[src/rtl/iir_inverse_fir.sv]
// Inverse (equalizing) FIR for the all-pole IIR path: x[n] = y[n] + sum_k a_k*y[n-k].
// Optional build macro ROUND_EN selects round-half-up scaling instead of floor.
module iir_inverse_fir #(
   parameter int unsigned DW    = 8,
   parameter int unsigned CW    = 8,
   parameter int unsigned CFRAC = 6,
   parameter int unsigned TAPS  = 4,
   localparam int unsigned AIW  = (TAPS > 1) ? $clog2(TAPS) : 1
) (
   input  logic                 clk,
   input  logic                 rst,
   input  logic                 in_valid,
   input  logic signed [DW-1:0] din,
   input  logic                 coef_we,
   input  logic [AIW-1:0]       coef_addr,
   input  logic signed [CW-1:0] coef_wdata,
   output logic                 out_valid,
   output logic signed [DW-1:0] dout,
   output logic                 sat_flag
);

   localparam int unsigned PW = DW + CW;
   localparam int unsigned AW = DW + CW + $clog2(TAPS + 1);
`ifdef ROUND_EN
   localparam int unsigned RND_ADD = 1 << (CFRAC - 1);
`else
   localparam int unsigned RND_ADD = 0;
`endif
   localparam logic signed [AW-1:0] SMAX = AW'((1 << (DW - 1)) - 1);
   localparam logic signed [AW-1:0] SMIN = ~SMAX;

   logic signed [CW-1:0] coef_q [TAPS];
   logic signed [DW-1:0] hist_q [TAPS];
   logic signed [PW-1:0] term_q [TAPS+1];
   logic signed [PW-1:0] term_d [TAPS+1];
   logic signed [AW-1:0] acc_q, acc_d;
   logic signed [AW-1:0] rnd_c, scaled_c;
   logic signed [DW-1:0] dout_q, dout_d;
   logic                 sat_q, sat_d;
   logic                 v1_q, v2_q, ov_q;

   // Stage-1 terms: scaled current sample plus one product per history tap
   always_comb begin
      term_d[0] = PW'(din) <<< CFRAC;
      for (int k = 0; k < int'(TAPS); k++) begin
         term_d[k+1] = PW'(coef_q[k]) * PW'(hist_q[k]);
      end
   end

   always_comb begin
      acc_d = '0;
      for (int k = 0; k <= int'(TAPS); k++) begin
         acc_d = acc_d + AW'(term_q[k]);
      end
   end

   // Scale back to sample units and clip to the output range
   always_comb begin
      rnd_c    = acc_q + $signed(AW'(RND_ADD));
      scaled_c = rnd_c >>> CFRAC;
      dout_d   = scaled_c[DW-1:0];
      sat_d    = 1'b0;
      if (scaled_c > SMAX) begin
         dout_d = SMAX[DW-1:0];
         sat_d  = 1'b1;
      end else if (scaled_c < SMIN) begin
         dout_d = SMIN[DW-1:0];
         sat_d  = 1'b1;
      end
   end

   always_ff @(posedge clk) begin
      if (rst) begin
         for (int k = 0; k < int'(TAPS); k++) begin
            coef_q[k] <= '0;
            hist_q[k] <= '0;
         end
         for (int k = 0; k <= int'(TAPS); k++) begin
            term_q[k] <= '0;
         end
         acc_q  <= '0;
         dout_q <= '0;
         sat_q  <= 1'b0;
         v1_q   <= 1'b0;
         v2_q   <= 1'b0;
         ov_q   <= 1'b0;
      end else begin
         // Products use the coefficient value held before any same-edge write
         if (in_valid) begin
            for (int k = 0; k <= int'(TAPS); k++) begin
               term_q[k] <= term_d[k];
            end
            hist_q[0] <= din;
            for (int k = 1; k < int'(TAPS); k++) begin
               hist_q[k] <= hist_q[k-1];
            end
         end
         if (coef_we && (32'(coef_addr) < TAPS)) begin
            coef_q[coef_addr] <= coef_wdata;
         end
         v1_q <= in_valid;
         v2_q <= v1_q;
         ov_q <= v2_q;
         if (v1_q) begin
            acc_q <= acc_d;
         end
         if (v2_q) begin
            dout_q <= dout_d;
            sat_q  <= sat_d;
         end
      end
   end

   assign out_valid = ov_q;
   assign dout      = dout_q;
   assign sat_flag  = sat_q;

endmodule

[config.mk]
export PLATFORM = sky130hd
export DESIGN_NAME = iir_inverse_fir
export DESIGN_NICKNAME = d
export VERILOG_FILES = /design/src/rtl/iir_inverse_fir.sv
export SDC_FILE = /design/constraint.sdc
export NUM_CORES = 1
export LEC_CHECK = 0
export CORE_MARGIN = 8
export CORE_UTILIZATION = 55
export DETAILED_ROUTE_END_ITERATION = 12
export GPL_ROUTABILITY_DRIVEN = 0
export GPL_TIMING_DRIVEN = 1
export PLACE_DENSITY_LB_ADDON = 0.12
export SLEW_MARGIN = 40
export SYNTH_ARGS = -nofsm -noshare
export SYNTH_HDL_FRONTEND = slang
export SYNTH_SLANG_ARGS = --single-unit
export TNS_END_PERCENT = 20
[constraint.sdc]
create_clock -name clk -period 5.8 [get_ports clk]
set_input_delay 1.16 -clock clk [delete_from_list [all_inputs] [get_ports clk]]
set_output_delay 1.16 -clock clk [all_outputs]
set_load 0.03 [all_outputs]
==> metrics.cfg <==
[critical_path]
start_kind=flop
critPathKind=flop to flop
crit_family=adder cells
max_stage_delay_ps=540
cp.arrival_ps=4980
path_buf_inv=4
cp_cell_sequence=clkinv_1 -> fa_1 -> fa_1 -> inv_1 -> fa_1 -> inv_1 -> fa_1 -> inv_1 -> ha_1 -> nand3_1 -> o211ai_1 -> o21ai_0 -> o221ai_1 -> xnor2_1 -> nor2_1
required_ps=5980
critical_path.slowest_cell=fa_1
endpoint_kind=flop
cpMostUsedCell=fa_1
critPathMaxFanout=9

[worst_hold_path]
min_path_type=flop to flop

[yosys]
syn_area_um2=17300
ys_warn_count=0
syn_inst=1692
ys_ff_latch=153
yosysUniqueCellTypes=58
async_reset_ff_share_pct=0
syn-num-nets=2113
seq_area_frac_synth_pct=25.2
syn_avg_cell_area_um2=10.2
synthFlopType=edfxtp_1
synth_edf_count=128

[final_layout]
antennaDiodeCount=0
nets=2143
fillers=2736
final-seq-area_um2=4340
final_area_um2=18700
stdcell_count=2137
drive_gt1_share_pct=3.05
finish.utilization_pct=59.7
final_cell_mix=376 x inv_1, 264 x fa_1, 238 x and2_1
mostFrequentLayoutCell=inv_1
area_growth_pct=8.15
multi_input_area_um2=11400

[status]
status=finished clean

[power_and_ir_drop]
clkPwrFrac_pct=18.0
power_density_nw_per_um2=370
p_comb_share_pct=59.4
swShare_pct=44.6
peakVddDrop_uv=316
p_switching_mw=3.08
power.leakage_nw=8.67
power_frac_seq_pct=22.6
total_power_mw=6.90
p_int_mw=3.83

[detailed_routing]
drt_wl_total_mm=36.4
routedWlPerCell_um=17.0
drt_iter0_markers=553
num_vias=11200
dr.pass1.iters=5
drc=0
drtAntennaViolNets=0
viasPerCell=5.24

[timing]
layout_worst_path_cycle_share_pct=82.7
setup_slack_ps=1010
grt_setup_unrepaired=no
relSlewSlack_pct=46.2
min_period_ps=4790
fin_tns_setup_ps=0
finClkSkew_ps=14.2
hold_viol_final=0
worstMarginPinSlew_ps=801
hold_ws_ps=467
setup_viol=0
slew_viol_final=0
fmax_mhz=209

[place]
dp_cells=2105
post-place-ws_ps=991
dp_hpwl_mm=29.7
io_buffer_count=31
placed_cell_area_um2=18000

[cts]
cts_max_level=4
cts_buffer_depth=2
root_buffer=clkbuf_16
hold_buffers=0
cts_tree=done
cts_inserted_buffers=17
cts_num_sinks=153
clk_latency_ps=440
path_clk_slew_ps=70
ctsResizeCount=0
cts_setup_buffers=0

[floorplanning]
io_pins=32
die_area_um2=37300
fp.coreArea_um2=31200
dieWidth_um=193
fp.dieH_um=193
num_rows=65
start_util_pct=55.2

[grt]
grt_pass1_wl_mm=62.0
grt_pass1_vias=12000
overflow=0
grt_max_degree=49
grt_use_total_pct=21.5
antenna_found_initial=0

[run]
maxCapViolCount=0

logic make-up (layout without fill, tap and decap cells):
kind of cell	Yosys count	in the layout	share of synthesized area (%)
simple gates	537	537	16.8
buf+inv	404	447	8.88
fa+ha+maj	399	399	40.4
flops	153	153	25.2
compound gates	121	121	4.68
xor+xnor	69	69	3.50
mux	9	9	0.551
cell usage after synthesis (7+ instances only):
master	number	area, um2
inv_1	376	1410
fa_1	264	5290
and2_1	238	1490
ha_1	135	1690
edfxtp_1	128	3840
nor2_1	92	345
nand2_1	85	319
xnor2_1	43	377
a21oi_1	36	180
nor2b_1	29	181
o21ai_0	27	135
xor2_1	26	228
dfxtp_1	25	500
clkbuf_1	19	71.3
nand3_1	18	90.1
nand2b_1	15	93.8
nor3_1	15	75.1
nand4_1	11	68.8
o211ai_1	11	82.6
or3_1	11	68.8
o221ai_1	9	78.8
a21o_1	7	52.6
and3_1	7	43.8
registers in the layout (all words and copies together) (netlist names):
register   count
term_q        72
coef_q        32
hist_q        24
acc_q         13
dout           8
out_valid      1
sat_flag       1
v1_q           1
v2_q           1
worst register-to-register path: stages, from the launching register on:
cell      delay (ps)
edfxtp_1         520
clkinv_1         340
fa_1             530
fa_1             540
inv_1             50
fa_1             520
inv_1             50
fa_1             470
inv_1             40
ha_1             330
nand3_1          100
o211ai_1         120
o21ai_0          450
o221ai_1         220
xnor2_1          200
nor2_1            50
layout make-up:
cell class,instances,area share (%)
inverter,377,7.59
clock buffer,21,2.47
sequential,153,23.3
clock inverter,11,0.986
tap,402,2.70
multi-input combinational,1135,61.0
timing repair buffer,38,1.94
power groups by stage:
stage	logic, mW	clock network [mW]	registers [mW]
2_1_floorplan	3.24	0	1.51
3_3_place_gp	4.01	0	1.58
3_5_place_dp	4.10	0	1.59
4_1_cts	4.12	1.26	1.57
5_1_grt	4.74	1.29	1.59
6_report	4.10	1.24	1.56
routing by layer:
layer  track usage (%)  part of all wire (%)  up-vias
met1              28.3                    45     5641
met5                 0                     0        -
met2              36.8                    49      196
li1                  -                     -     5318
met3              2.79                   3.1       48
met4              6.15                   2.3        0
path summary, 6_finish.rpt:
check / start / to / slack [ps] / cells after the start
hold / removal: dout[4]$_SDFFE_PP0P_ / dout[4]$_SDFFE_PP0P_ / 470 / 2
hold reg to reg: dout[4]$_SDFFE_PP0P_ / dout[4]$_SDFFE_PP0P_ / 470 / 2
setup / recovery: term_q[0][14]$_SDFFCE_PN0P_ / term_q[0][31]$_SDFFCE_PN0P_ / 1010 / 15
setup reg to reg: term_q[0][14]$_SDFFCE_PN0P_ / term_q[0][31]$_SDFFCE_PN0P_ / 1010 / 15
Power figures use the tool's default switching activity.
